## src/rtl/reg_status_file_pkg.sv

```systemverilog
// reg_status_file_pkg: shared widths, types and constants for the rename-tagged register file.
package reg_status_file_pkg;
    localparam int XLEN  = 32;
    localparam int NREG  = 32;
    localparam int TAG_W = 5;
    localparam int IDX_W = $clog2(NREG);
    typedef logic [XLEN-1:0]  xlen_t;
    typedef logic [TAG_W-1:0] tag_t;
    typedef logic [IDX_W-1:0] idx_t;
    localparam tag_t TAG_NONE = '0;
    localparam idx_t REG_X0   = '0;
endpackage

```

## src/rtl/reg_status_file_if.sv

```systemverilog
// reg_status_file_if: dispatcher read/rename and ROB commit signals for reg_status_file.
interface reg_status_file_if;
    import reg_status_file_pkg::*;
    idx_t  disp_rs1_in;
    idx_t  disp_rs2_in;
    xlen_t disp_rs1_data_out;
    logic  disp_rs1_busy_out;
    tag_t  disp_rs1_tag_out;
    xlen_t disp_rs2_data_out;
    logic  disp_rs2_busy_out;
    tag_t  disp_rs2_tag_out;
    logic  disp_rename_en_in;
    idx_t  disp_rd_in;
    tag_t  disp_tag_in;
    logic  commit_en_in;
    idx_t  commit_rd_in;
    tag_t  commit_tag_in;
    xlen_t commit_value_in;

    modport master (
        output disp_rs1_in, disp_rs2_in, disp_rename_en_in, disp_rd_in, disp_tag_in,
               commit_en_in, commit_rd_in, commit_tag_in, commit_value_in,
        input  disp_rs1_data_out, disp_rs1_busy_out, disp_rs1_tag_out,
               disp_rs2_data_out, disp_rs2_busy_out, disp_rs2_tag_out
    );
    modport slave (
        input  disp_rs1_in, disp_rs2_in, disp_rename_en_in, disp_rd_in, disp_tag_in,
               commit_en_in, commit_rd_in, commit_tag_in, commit_value_in,
        output disp_rs1_data_out, disp_rs1_busy_out, disp_rs1_tag_out,
               disp_rs2_data_out, disp_rs2_busy_out, disp_rs2_tag_out
    );
endinterface

```

## src/rtl/reg_status_read_port.sv

```systemverilog
// reg_status_read_port: combinational operand lookup for one source, with commit bypass.
module reg_status_read_port
    import reg_status_file_pkg::*;
(
    input  idx_t  rs_in,
    input  xlen_t value_in [NREG],
    input  tag_t  tag_in [NREG],
    input  logic  commit_en_in,
    input  idx_t  commit_rd_in,
    input  tag_t  commit_tag_in,
    input  xlen_t commit_value_in,
    output xlen_t data_out,
    output logic  busy_out,
    output tag_t  tag_out
);
    logic zero, bypass;
    always_comb begin
        zero     = (rs_in == REG_X0);
        bypass   = commit_en_in && (commit_rd_in == rs_in) && (tag_in[rs_in] == commit_tag_in);
        data_out = zero ? '0 : bypass ? commit_value_in : value_in[rs_in];
        tag_out  = (zero || bypass) ? TAG_NONE : tag_in[rs_in];
        busy_out = (tag_out != TAG_NONE);
    end
endmodule

```

## src/rtl/reg_status_file.sv

```systemverilog
// reg_status_file: 32x32 architectural register file with per-register ROB rename tags.
// Optional retired-write counter enabled by defining REG_STATUS_PERF_CNT_EN.
module reg_status_file
    import reg_status_file_pkg::*;
(
    input  logic              clk_in,
    input  logic              rst_in,
    input  logic              rdy_in,
    input  logic              flush_in,
    reg_status_file_if.slave  bus,
    output logic [31:0]       perf_commit_cnt_out
);
    xlen_t value_q [NREG];
    xlen_t value_d [NREG];
    tag_t  tag_q [NREG];
    tag_t  tag_d [NREG];
    logic  commit_ok, rename_ok;

    always_comb begin
        commit_ok = rdy_in && bus.commit_en_in && (bus.commit_rd_in != REG_X0);
        rename_ok = rdy_in && bus.disp_rename_en_in && (bus.disp_rd_in != REG_X0) && !flush_in;
        value_d = value_q;
        tag_d   = tag_q;
        if (commit_ok) begin
            value_d[bus.commit_rd_in] = bus.commit_value_in;
            if (tag_q[bus.commit_rd_in] == bus.commit_tag_in)
                tag_d[bus.commit_rd_in] = TAG_NONE;
        end
        if (rdy_in && flush_in)
            tag_d = '{default: TAG_NONE};
        // Applied after commit so a same-register rename keeps its new tag.
        if (rename_ok)
            tag_d[bus.disp_rd_in] = bus.disp_tag_in;
        value_d[REG_X0] = '0;
        tag_d[REG_X0]   = TAG_NONE;
    end

    always_ff @(posedge clk_in or negedge rst_in) begin
        if (!rst_in) begin
            value_q <= '{default: '0};
            tag_q   <= '{default: TAG_NONE};
        end else begin
            value_q <= value_d;
            tag_q   <= tag_d;
        end
    end

    reg_status_read_port u_rd1 (
        .rs_in(bus.disp_rs1_in), .value_in(value_q), .tag_in(tag_q),
        .commit_en_in(bus.commit_en_in), .commit_rd_in(bus.commit_rd_in),
        .commit_tag_in(bus.commit_tag_in), .commit_value_in(bus.commit_value_in),
        .data_out(bus.disp_rs1_data_out), .busy_out(bus.disp_rs1_busy_out),
        .tag_out(bus.disp_rs1_tag_out)
    );

    reg_status_read_port u_rd2 (
        .rs_in(bus.disp_rs2_in), .value_in(value_q), .tag_in(tag_q),
        .commit_en_in(bus.commit_en_in), .commit_rd_in(bus.commit_rd_in),
        .commit_tag_in(bus.commit_tag_in), .commit_value_in(bus.commit_value_in),
        .data_out(bus.disp_rs2_data_out), .busy_out(bus.disp_rs2_busy_out),
        .tag_out(bus.disp_rs2_tag_out)
    );

`ifdef REG_STATUS_PERF_CNT_EN
    logic [31:0] perf_cnt_q, perf_cnt_d;
    always_comb perf_cnt_d = commit_ok ? perf_cnt_q + 32'd1 : perf_cnt_q;
    always_ff @(posedge clk_in or negedge rst_in) begin
        if (!rst_in) perf_cnt_q <= '0;
        else         perf_cnt_q <= perf_cnt_d;
    end
    assign perf_commit_cnt_out = perf_cnt_q;
`else
    assign perf_commit_cnt_out = '0;
`endif
endmodule

```

## src/flat_wrapper.sv

```systemverilog
// flat-port wrapper written by rule: the top's interface ports become plain ports
module reg_status_file_flat import reg_status_file_pkg::*;
  (clk_in, rst_in, rdy_in, flush_in, perf_commit_cnt_out, bus_disp_rs1_in, bus_disp_rs2_in, bus_disp_rename_en_in, bus_disp_rd_in, bus_disp_tag_in, bus_commit_en_in, bus_commit_rd_in, bus_commit_tag_in, bus_commit_value_in, bus_disp_rs1_data_out, bus_disp_rs1_busy_out, bus_disp_rs1_tag_out, bus_disp_rs2_data_out, bus_disp_rs2_busy_out, bus_disp_rs2_tag_out);
  reg_status_file_if bus_i ();
  input  logic clk_in;
  input  logic rst_in;
  input  logic rdy_in;
  input  logic flush_in;
  output logic [31:0] perf_commit_cnt_out;
  input wire logic [$bits(bus_i.disp_rs1_in)-1:0] bus_disp_rs1_in;
  input wire logic [$bits(bus_i.disp_rs2_in)-1:0] bus_disp_rs2_in;
  input wire logic [$bits(bus_i.disp_rename_en_in)-1:0] bus_disp_rename_en_in;
  input wire logic [$bits(bus_i.disp_rd_in)-1:0] bus_disp_rd_in;
  input wire logic [$bits(bus_i.disp_tag_in)-1:0] bus_disp_tag_in;
  input wire logic [$bits(bus_i.commit_en_in)-1:0] bus_commit_en_in;
  input wire logic [$bits(bus_i.commit_rd_in)-1:0] bus_commit_rd_in;
  input wire logic [$bits(bus_i.commit_tag_in)-1:0] bus_commit_tag_in;
  input wire logic [$bits(bus_i.commit_value_in)-1:0] bus_commit_value_in;
  output wire logic [$bits(bus_i.disp_rs1_data_out)-1:0] bus_disp_rs1_data_out;
  output wire logic [$bits(bus_i.disp_rs1_busy_out)-1:0] bus_disp_rs1_busy_out;
  output wire logic [$bits(bus_i.disp_rs1_tag_out)-1:0] bus_disp_rs1_tag_out;
  output wire logic [$bits(bus_i.disp_rs2_data_out)-1:0] bus_disp_rs2_data_out;
  output wire logic [$bits(bus_i.disp_rs2_busy_out)-1:0] bus_disp_rs2_busy_out;
  output wire logic [$bits(bus_i.disp_rs2_tag_out)-1:0] bus_disp_rs2_tag_out;
  assign bus_i.disp_rs1_in = bus_disp_rs1_in;
  assign bus_i.disp_rs2_in = bus_disp_rs2_in;
  assign bus_i.disp_rename_en_in = bus_disp_rename_en_in;
  assign bus_i.disp_rd_in = bus_disp_rd_in;
  assign bus_i.disp_tag_in = bus_disp_tag_in;
  assign bus_i.commit_en_in = bus_commit_en_in;
  assign bus_i.commit_rd_in = bus_commit_rd_in;
  assign bus_i.commit_tag_in = bus_commit_tag_in;
  assign bus_i.commit_value_in = bus_commit_value_in;
  assign bus_disp_rs1_data_out = bus_i.disp_rs1_data_out;
  assign bus_disp_rs1_busy_out = bus_i.disp_rs1_busy_out;
  assign bus_disp_rs1_tag_out = bus_i.disp_rs1_tag_out;
  assign bus_disp_rs2_data_out = bus_i.disp_rs2_data_out;
  assign bus_disp_rs2_busy_out = bus_i.disp_rs2_busy_out;
  assign bus_disp_rs2_tag_out = bus_i.disp_rs2_tag_out;
  reg_status_file u_core (.clk_in(clk_in), .rst_in(rst_in), .rdy_in(rdy_in), .flush_in(flush_in), .bus(bus_i), .perf_commit_cnt_out(perf_commit_cnt_out));
endmodule
```

## config.mk

```make
export PLATFORM = sky130hd
export DESIGN_NAME = reg_status_file_flat
export DESIGN_NICKNAME = d
export VERILOG_FILES = /design/src/rtl/reg_status_file_pkg.sv /design/src/rtl/reg_status_file_if.sv /design/src/rtl/reg_status_read_port.sv /design/src/rtl/reg_status_file.sv /design/src/flat_wrapper.sv
export SDC_FILE = /design/constraint.sdc
export NUM_CORES = 2
export LEC_CHECK = 0
export BUFFER_PORTS_ARGS = -buffer_cell sky130_fd_sc_hd__buf_4
export CAP_MARGIN = 20
export CORE_MARGIN = 5
export CORE_UTILIZATION = 51
export CTS_CLUSTER_SIZE = 16
export DETAILED_ROUTE_END_ITERATION = 8
export GPL_ROUTABILITY_DRIVEN = 0
export GPL_TIMING_DRIVEN = 0
export PLACE_DENSITY = 0.67
export SYNTH_ARGS = -nofsm -noshare
export SYNTH_HDL_FRONTEND = slang
export SYNTH_SLANG_ARGS = --single-unit
export TNS_END_PERCENT = 100
```

## constraint.sdc

```tcl
create_clock -name clk_in -period 5.21 [get_ports clk_in]
set_input_delay 0.521 -clock clk_in [delete_from_list [all_inputs] [get_ports clk_in]]
set_output_delay 0.521 -clock clk_in [all_outputs]
set_load 0.01 [all_outputs]
```

==> key figures <==
Clocking
  • Root Driver: clkbuf_16
  • Post-CTS Setup Bufs: 0
  • Clk sinks: 1,147
  • Clk_lat worst skew: around 800 ps
  • H-Tree Depth: 4
  • Max Root-Sink Buffers: 3
  • CTS clk-pin slew, worst paths: ~60 ps
  • CTS tree: built
  • Inserted Clock Buffers: between 100 and 150

Die
  • Core region area: approximately 0.13 mm^2
  • Die Height: roughly 370 um
  • Die X-Extent: about 370 um
  • Die Area: about 0.14 mm^2
  • Site Rows: between 100 and 150
  • Initial Util: 0.512
  • I/O pin cnt: roughly 180

Worst setup path
  • CP max stage cell: clkinv_1
  • Crit path kind: in -> out
  • Critical path data arrival time: ~5000 ps
  • CP Max Fanout: 10
  • Worst setup startpoint: bus_disp_rs2_in[4]
  • Critical path required time: 4690 ps
  • Top delay family on crit path: buffers and inverters
  • Startpoint Class: input pin
  • Most used cell, CP: buf_12
  • CP endpoint kind: primary output
  • Worst path bufs/invs: 5
  • Launching point of the worst reg2reg path: u_core.tag_q[36]
  • Critical Path, Cell by Cell: clkbuf_1 > clkinv_1 > a221oi_1 > o31ai_1 > a222oi_1 > and3_2 > buf_12 > buf_12 > mux2i_1 > buf_4
  • Critical Path Max Stage Delay: 1020 ps
  • Worst reg-to-reg setup slack: 1600 ps

STA
  • Max-slew violations: 0
  • Relative slew slack: 0.0944
  • Setup Skew: ~16 ps
  • Setup WS post-layout: -264 ps
  • Slew at the pin closest to its max-slew limit: 1360 ps
  • Fmax: around 180 MHz
  • RSZ-0062 raised after global routing: true
  • Fin crit share: 1.05
  • Final Hold Vio Count: 0
  • Crit path time final: roughly 5500 ps
  • Setup Viol. Count Final: 24

Min path
  • Hold Crit Class: in -> reg
  • HP Start: bus_commit_value_in[0]

Synth
  • Sequential share of the synthesized area: 0.441
  • Post-synth EDFFs: 0
  • Synth Instances: around 4,700
  • Synth warn: 0
  • Post-synthesis register bit count: 1,147
  • Top cells by area, synth: dfrtp_1, mux4_2, mux2_2, nand2_1, mux2i_1
  • Asr flop ratio synth: 1.00
  • Top FF cell, synth: dfrtp_1
  • Syn Area/Cell: ~14 um^2
  • Post-synthesis cell type count: between 60 and 70
  • Cell Area, Synth: 0.0652 mm^2
  • Biggest area consumer among synthesized cells: dfrtp_1
  • Share of the synthesized area in the top cell type: 0.441

Power and ir drop
  • Total power: 24.8 mW
  • Pwr/cell area: around 330 mW/mm^2
  • Pleak: around 33 nW
  • Peak supply drop: between 300 and 400 uV

Drt
  • Total vias in the final route: a little under 50,000
  • DR DRC count: 15
  • Pre-Repair DR Iteration Count: 9
  • Initial drt markers: between 7,000 and 8,000
  • Final ANT Viol Nets: 0
  • Drt wl/cell: 38.4 um
  • Vias/cell: between 7 and 8
  • Total wire length: roughly 260,000 um

Placement
  • Dpl ws: -1140 ps
  • Final HPWL DP: between 150,000 and 200,000 um
  • PortBufs: ~130
  • Placed insts: between 6,000 and 7,000
  • Placed cell area: 0.0700 mm^2

Finish
  • Layout Area Growth over Synthesis: 14.5%
  • Final net count: roughly 5,200
  • Most common cell after layout, fill and taps aside: dfrtp_1
  • Layout cells sized above 1: 0.452
  • Most frequent cells in the layout: dfrtp_1, mux2_2, mux4_2
  • Fin cells: between 6,000 and 7,000
  • Non-Filler Cell Area, Final: around 0.075 mm^2
  • Fillers: between 10,000 and 15,000

Job
  • Max Cap Viol: 0

Global routing
  • Initial antenna violation count: 10
  • GR Overflow Total: 0
  • Largest net degree at the start of global routing: 180
  • GRT Resource Usage Total: 0.386
  • Number of global-route vias before repair: around 49,000
  • First-pass GRT wire length: around 370,000 um

Run status
  • Status: finished, violations left
  • Failing checks: DRC, setup timing
[power by group]
part / internal (mW) / switching [mW]
Combinational: 2.41 / 2.20
Clock: 5.53 / 3.96
Sequential: 9.95 / 0.798
[final cells by class]
cell class | count | area [um^2] | area share
diodes | 9 | 22.5 | 0.000302
plain buffers | 494 | 2370 | 0.0318
clock buffers | 196 | 3940 | 0.0528
clock inverters | 34 | 398 | 0.00533
inverters | 25 | 93.8 | 0.00126
multi-input cells | 3046 | 34200 | 0.459
flip-flops and latches | 1147 | 28700 | 0.385
well taps | 1662 | 2080 | 0.0279
repair buffers | 241 | 2780 | 0.0372
[path summary, 6_finish.rpt]
check                                            end  cells after the start
min in group asynchronous        u_core.value_q[935]                      2
min                               u_core.value_q[64]                      2
min reg2reg                      u_core.value_q[408]                      1
max in group asynchronous        u_core.value_q[281]                      5
max                        bus_disp_rs2_data_out[19]                     10
max reg2reg                         u_core.tag_q[36]                      8
[what timing repair did]
item	CTS	global route
hold endpoints to repair	62	0
setup endpoints to repair	67	36
resized for setup	28	19
hold buffers	6	0
[registers in the layout, indices dropped and copies added (netlist names)]
signal,cells
u_core.tag_q,155
u_core.value_q,992
[layer usage]
layer / share of wire / GRT usage
met4: 0.077 / 0.234
met5: 0.0013 / 0.00748
met3: 0.15 / 0.179
met1: 0.35 / 0.487
met2: 0.42 / 0.542
[Yosys cell counts (all sizes together), types with 2 or more instances]
library cell,number
nand3b,2
nand2b,5
and4,2
a31oi,3
o31ai,4
dfrtp,1147
o21a,2
xnor2,8
a211oi,5
xor2,7
a221oi,44
or3,6
mux4,631
a2bb2oi,3
o21ai,210
nor3,27
clkbuf,327
a21oi,7
nand4,3
nor4,2
nand2,501
inv,23
nor2,67
nand3,28
o211ai,22
nor2b,16
and3,10
buf,170
nor3b,6
mux2i,187
a311oi,2
clkinv,2
a22o,34
and3b,6
mux2,1058
or2,4
a32oi,2
and2,18
o41ai,31
a22oi,37
[through the flow]
step                      TNS [ps]  hold WS (ps)  utilization
after CTS                        0          1.58        0.585
after global routing         -73.5          20.7        0.586
after floorplan                  0           225            -
after detailed placement    -44910           412        0.550
final                        -1810          21.9        0.587
after global placement           -           499        0.537
[cells by family (layout without fill, tap and decap cells)]
logic type	Yosys count	in the layout	synth area share
AOI/OAI and AO/OA	416	416	0.0455
other	1	41	0.0000576
and+or+nand+nor	707	707	0.0456
buffers and inverters	522	990	0.0365
muxes	1876	1876	0.430
xor gates and xnor gates	15	15	0.00202
DFF	1147	1147	0.441
No activity file was read; power rests on OpenSTA's default activity.
